**config.mk**
```make
export PLATFORM = sky130hd
export DESIGN_NAME = layer_input_scheduler
export DESIGN_NICKNAME = d
export VERILOG_FILES = /design/src/rtl/fnn_sched_pkg.sv /design/src/rtl/layer_hold_reg.sv /design/src/rtl/layer_input_scheduler.sv
export SDC_FILE = /design/constraint.sdc
export NUM_CORES = 1
export LEC_CHECK = 0
export ABC_AREA = 1
export CORE_AREA = 2 2 210 212
export CTS_BUF_LIST = sky130_fd_sc_hd__clkbuf_8
export DETAILED_ROUTE_END_ITERATION = 12
export DIE_AREA = 0 0 212 214
export GPL_ROUTABILITY_DRIVEN = 1
export GPL_TIMING_DRIVEN = 0
export PLACE_DENSITY = 0.78
export SLEW_MARGIN = 10
export SYNTH_ARGS = -nofsm -noshare
export SYNTH_HDL_FRONTEND = slang
export SYNTH_SLANG_ARGS = --single-unit
```
**constraint.sdc**
```tcl
create_clock -name clk -period 35.3 [get_ports clk]
set_input_delay 5.295 -clock clk [delete_from_list [all_inputs] [get_ports clk]]
set_output_delay 5.295 -clock clk [all_outputs]
set_load 0.01 [all_outputs]
```
**src/rtl/fnn_sched_pkg.sv**
```systemverilog
// Shared types and helpers for the layer input scheduler.
package fnn_sched_pkg;

    typedef enum logic [1:0] {
        IDLE      = 2'd0,
        SEND      = 2'd1,
        WAIT_DONE = 2'd2
    } sched_state_t;

    // Width of an index that addresses n words; never narrower than one bit.
    function automatic int idx_width(input int n);
        return (n < 2) ? 1 : $clog2(n);
    endfunction

endpackage

```
**src/rtl/layer_hold_reg.sv**
```systemverilog
// Frame hold register: parallel load of all neuron outputs, single indexed read port.
module layer_hold_reg #(
    parameter int numNeurons = 30,
    parameter int dataWidth  = 16,
    parameter int idxWidth   = 5
) (
    input  logic                            i_clk,
    input  logic                            i_load,
    input  logic [numNeurons*dataWidth-1:0] i_data,
    input  logic [idxWidth-1:0]             i_rd_idx,
    output logic [dataWidth-1:0]            o_rd_data
);

    logic [dataWidth-1:0] r_mem [numNeurons];

    // Pure data storage; contents are only observable after a load.
    always_ff @(posedge i_clk) begin
        if (i_load) begin
            for (int k = 0; k < numNeurons; k++) begin
                r_mem[k] <= i_data[k*dataWidth +: dataWidth];
            end
        end
    end

    assign o_rd_data = r_mem[i_rd_idx];

endmodule

```
**src/rtl/layer_input_scheduler.sv**
```systemverilog
// Captures a full previous-layer frame and replays it serially to the next layer.
// Optional build macro LAYER_SCHED_ERR_CHECK_EN enables the sticky protocol error flag.
//
//   state     | meaning
//   IDLE      | waiting for all neurons to assert valid together
//   SEND      | streaming hold[0..numNeurons-1], one word per cycle
//   WAIT_DONE | stream finished, waiting for next layer's done pulse
module layer_input_scheduler
    import fnn_sched_pkg::*;
#(
    parameter int numNeurons = 30,
    parameter int dataWidth  = 16
) (
    input  logic                            clk,
    input  logic                            rst,
    input  logic [numNeurons*dataWidth-1:0] in_data,
    input  logic [numNeurons-1:0]           in_valid,
    input  logic                            next_done,
    output logic [dataWidth-1:0]            out_data,
    output logic                            out_valid,
    output logic                            busy,
    output logic                            err
);

    localparam int              IDX_W    = idx_width(numNeurons);
    localparam logic [IDX_W-1:0] IDX_LAST = IDX_W'(numNeurons - 1);

    sched_state_t         r_state;
    sched_state_t         w_state_nxt;
    logic [IDX_W-1:0]     r_idx;
    logic [dataWidth-1:0] r_last;
    logic [dataWidth-1:0] w_rd_data;
    logic                 w_all_valid;
    logic                 w_load;

    assign w_all_valid = &in_valid;

    layer_hold_reg #(
        .numNeurons (numNeurons),
        .dataWidth  (dataWidth),
        .idxWidth   (IDX_W)
    ) u_hold (
        .i_clk     (clk),
        .i_load    (w_load),
        .i_data    (in_data),
        .i_rd_idx  (r_idx),
        .o_rd_data (w_rd_data)
    );

    always_ff @(posedge clk) begin
        if (rst) begin
            r_state <= IDLE;
        end else begin
            r_state <= w_state_nxt;
        end
    end

    always_comb begin
        w_state_nxt = r_state;
        case (r_state)
            IDLE:      if (w_all_valid)       w_state_nxt = SEND;
            SEND:      if (r_idx == IDX_LAST) w_state_nxt = WAIT_DONE;
            WAIT_DONE: if (next_done)         w_state_nxt = IDLE;
            default:                          w_state_nxt = IDLE;
        endcase
    end

    // Output word reads the hold register directly so word 0 appears the cycle after capture.
    always_comb begin
        out_valid = 1'b0;
        out_data  = r_last;
        w_load    = 1'b0;
        busy      = (r_state != IDLE);
        case (r_state)
            IDLE: w_load = w_all_valid;
            SEND: begin
                out_valid = 1'b1;
                out_data  = w_rd_data;
            end
            default: ;
        endcase
    end

    always_ff @(posedge clk) begin
        if (rst) begin
            r_idx <= '0;
        end else if (w_load) begin
            r_idx <= '0;
        end else if (r_state == SEND && r_idx != IDX_LAST) begin
            r_idx <= r_idx + IDX_W'(1);
        end
    end

    // Remembers the last streamed word so out_data holds while out_valid is low.
    always_ff @(posedge clk) begin
        if (rst) begin
            r_last <= '0;
        end else if (r_state == SEND) begin
            r_last <= w_rd_data;
        end
    end

`ifdef LAYER_SCHED_ERR_CHECK_EN
    logic w_partial;
    logic w_err_set;
    logic r_err;

    assign w_partial = (in_valid != '0) && !w_all_valid;
    assign w_err_set = (w_all_valid && r_state != IDLE) || w_partial;

    always_ff @(posedge clk) begin
        if (rst) begin
            r_err <= 1'b0;
        end else if (w_err_set) begin
            r_err <= 1'b1;
        end
    end

    assign err = r_err;
`else
    assign err = 1'b0;
`endif

endmodule

```
-- Yosys cells after proc, flatten, opt, wreduce, memory -nomap -nowiden
Memories as Yosys holds them, arrays and structs flattened. A register that Yosys moved wholly into a read port is not among the register bits.
Index checks and enable logic that the tools add are counted.
- add/sub/neg operators: 1
- equal/unequal tests: 7
- multiplexer cells: 11
- reductions and logical operators: 6
- operators with widths (operator ; count):
    30-bit AND reduction ; 1
    16-bit 2-to-1 mux ; 1
    5-bit 2-to-1 mux ; 2
    2-bit 2-to-1 mux ; 3
    2-bit != test (second input constant) ; 3
    2-bit case mux with 3 select lines ; 1
    5-bit by 1-bit adder with 5-bit output (second input constant) ; 1
    5-bit equality test (second input constant) ; 1
    5-bit != test (second input constant) ; 1
    1-bit 2-to-1 mux ; 4
    3-bit AND reduction ; 1
    2-bit by 1-bit equality test with 1-bit output (second input constant) ; 1
    2-bit equality test (second input constant) ; 1
    2-bit logical NOT ; 1
    2-bit nonzero test ; 1
    2-bit OR reduction ; 1
    1-bit logical AND ; 1
- bits in registers: 23
- RAM bits: 480
- output and inout bits: 19
- memories kept: 1
- memories (memory ; depth ; width ; rd ports ; clocked after Yosys merged registers in ; write ports ; RTL line ; text):
    u_hold.r_mem ; 30 ; 16 ; 1 ; 1 ; 30 ; layer_hold_reg.sv:14 ; logic [dataWidth-1:0] r_mem [numNeurons];

-- Longest topological paths before layout
- depth after elaboration: 4
- gate-level depth with buffers: 12
- depth with buffers taken out: 9

-- By module
Synthesis repeated with hierarchy kept, for this count alone.
- cell total of the unflattened synthesis: 1821
- area, all modules: 20644.8 sq um
- modules (own cells, without submodules) (module ; instances ; cells each ; area each (sq um) ; sequential area each (sq um)):
    layer_hold_reg ; 1 ; 1649 ; 19479.9 ; 14413.8
    layer_input_scheduler ; 1 ; 172 ; 1164.9 ; 460.4

-- Worst setup path before layout
OpenSTA, ideal clock, no wires.
- kind: in2reg
- start point: input in_valid[10]
- end point: register (tool-made name)
- arrival time: 16.160 ns
- slack: 19.017 ns
- stages on the path: 7
- path buffers: 1
- path through: nand2_1 > nor4_1 > nand4_1 > inv_1 > or2_2 > clkbuf_1 > nor2_1
- RTL lines (what ; RTL line ; text):
    from (decl) ; layer_input_scheduler.sv:17 ; input logic [numNeurons-1:0] in_valid,

==> metrics.csv <==
metric,value,unit
status,finished clean,
finalSetupViolCount,0,
synth_top_area_share,70.6,%
start_util,47.6,%
grt.busiest_layer,met2,
cts_resized,0,
worst_slew_pin_slew,1.01,ns
grt.overflow.total,0,
rows,76,
fin_worst_skew,0.0427,ns
viasPerCell,5.30,
grt_pass1_vias,16207,
yosysWarnings,0,
r2r_slack,32.65,ns
antenna_found_initial,8,
portBuffers,529,
post-dp-hpwl,52300,um
slew_viol_final,0,
clockBufferDepth,3,
synthesis.area,20400,um2
crit_slowest_cell,clkbuf_1,
cp_max_fo,10,
synthArstFlopShare,0,%
max_stage_delay,0.79,ns
critical_path_required,30.00,ns
tritoncts,yes,
syn_nets,2245,
cp-start-kind,register,
hold_viol_final,0,
ys_seq_area_share,73.4,%
drive_above_1_share,7.49,%
root_buffer,clkbuf_8,
core_area,42900,um2
die_h,214,um
die_w,212,um
synth-seq-cells,508,
syn-instance-count,1730,
path_cells,buf_2 > clkbuf_1 > nand3_1 > nand2_1 > nand2_1 > nand3_1 > nand3_1 > nand2_1 > clkdlybuf4s50_1,
track_usage,30.7,%
worst-path-buf-inv,3,
dominantRegCellSynth,edfxtp_1,
postCtsSetupBuffers,0,
post-route-period-util,24.9,%
routed_wl,69700,um
cap_violations,0,
cts_made_buffers,84,
path_class,register to primary output,
ctsHoldBuffers,0,
cts_max_level,3,
finalNetCount,2863,
fill_cells,3293,
yosys.area.top_type,edfxtp_1,
worstPathArrival,3.48,ns
post-route-min-period,8.77,ns
clk_pin_slew,0.07,ns
route.detailed.drc,0,
fmax,0.114,GHz
drtIter0Drc,1623,
die_area,45400,um2
place.gp.congestion,0.916,
rsz0062_at_grt,false,
grt_first_pass_wirelength,99600,um
critPathTopFamily,buffers and inverters,
dpl-instance-area,26500,um2
synth_edf_count,480,
clk_latency,0.70,ns
ys_types,26,
first_pass_iters,5,
ir_drop,0.0290,mV
setup_tns,0,ns
vias,15941,
gr-usage-met3,7.36,%
postSynthAreaPerCell,11.8,um2
grt_max_degree,132,
io_pins,532,
cts.sinks,508,
p_per_area,42.4,nW/um2
layout_commonest_cell,nand2_1,
hold_class,register to register,
endpoint_kind,primary output,
avgRoutedWirePerCell,23.2,um
final_cell_mix,"nand2_1 (614), clkdlybuf4s50_1 (529), edfxtp_1 (480)",
area_growth,37.4,%
maxSlewHeadroom,32.4,%
p_leak,0.0103,uW
globalRouteMet1Util,37.2,%
use_met2,52.4,%
finalInstanceArea,28000,um2
ant_nets,0,
synth.top_cells.by_area,"edfxtp_1 (71%), nand2_1 (11%), nand3_1 (9.7%), dfxtp_1 (2.7%), buf_6 (1.1%)",
[through the flow]
step | util, % | std cells | hold WS, ns | power, uW | setup slack (ns)
after floorplan | - | 1730 | 0.453 | 672 | 19.02
after global placement | 61.6 | 2844 | 0.460 | 731 | 15.14
after detailed placement | 61.9 | 2847 | 0.467 | 731 | 27.14
after CTS | 65.4 | 3001 | 0.476 | 1200 | 26.52
after global routing | 65.4 | 3008 | 0.505 | 1220 | 26.39
final | 65.4 | 3010 | 0.472 | 1190 | 26.53
[where the power goes]
part	switching, uW	total [uW]	internal [uW]
combinational	11.5	60.9	49.4
clock	239	470	231
sequential	0.000000277	658	658
[worst register-to-register path: stages, from the launching register on]
cell and delay, ns:
dfxtp_1 0.32, inv_1 0.08, nand2_1 0.12, nor2_1 0.12, nand4_1 0.28, inv_8 0.67
buf_16 0.46
[layer usage]
layer  part of all wire, %  wire length [um]
met3                   9.1              6320
met4                   3.5              2470
met1                    37             26100
met5                     0                 0
met2                    50             34800
[flip-flops by register name (all words and copies together), names as in the netlist, named ones only]
signal and cells:
r_idx 5, r_state 2, r_last 16, u_hold.r_mem 480
[final timing paths]
kind / cells after the start / end / startpoint
setup / recovery: 9 / out_data[0] / register
hold / removal: 2 / r_last[0]$_SDFF_PP0_ / r_last[0]$_SDFF_PP0_
setup reg to reg: 6 / u_hold.r_mem[29][15]$_DFFE_PP_ / r_state[1]$_SDFFE_PP0P_
hold reg to reg: 2 / r_last[0]$_SDFF_PP0_ / r_last[0]$_SDFF_PP0_
[cell type report]
| cell class | count | area, um2 | share of cell area (%) |
|---|---|---|---|
| clock inverters | 66 | 287 | 1.02 |
| multi-input cells | 1100 | 4720 | 16.8 |
| inverters | 17 | 76.3 | 0.272 |
| plain buffers | 105 | 649 | 2.32 |
| repair buffers | 532 | 5380 | 19.2 |
| clock buffers | 88 | 1210 | 4.32 |
| diodes | 9 | 22.5 | 0.0803 |
| flip-flops and latches | 508 | 15000 | 53.4 |
| well taps | 585 | 732 | 2.61 |
[cell families (layout without fill, tap and decap cells)]
kind of cell,Yosys count,after routing,share of synthesized area (%)
compound gates,34,34,0.834
xor+xnor,4,4,0.172
fa+ha+maj,2,2,0.123
buf+inv,122,808,3.52
flops,508,508,73.4
other cells,1,10,0.0184
simple gates,1059,1059,22.0
[synth_stat cells (9+ instances only)]
library cell / count
nand2_1: 614
clkbuf_1: 30
a21oi_1: 20
buf_2: 30
edfxtp_1: 480
o21ai_0: 14
nand3_1: 397
buf_4: 15
dfxtp_1: 28
buf_6: 20
buf_1: 9
nor2_1: 42
inv_1: 12
Power figures use the tool's default switching activity.
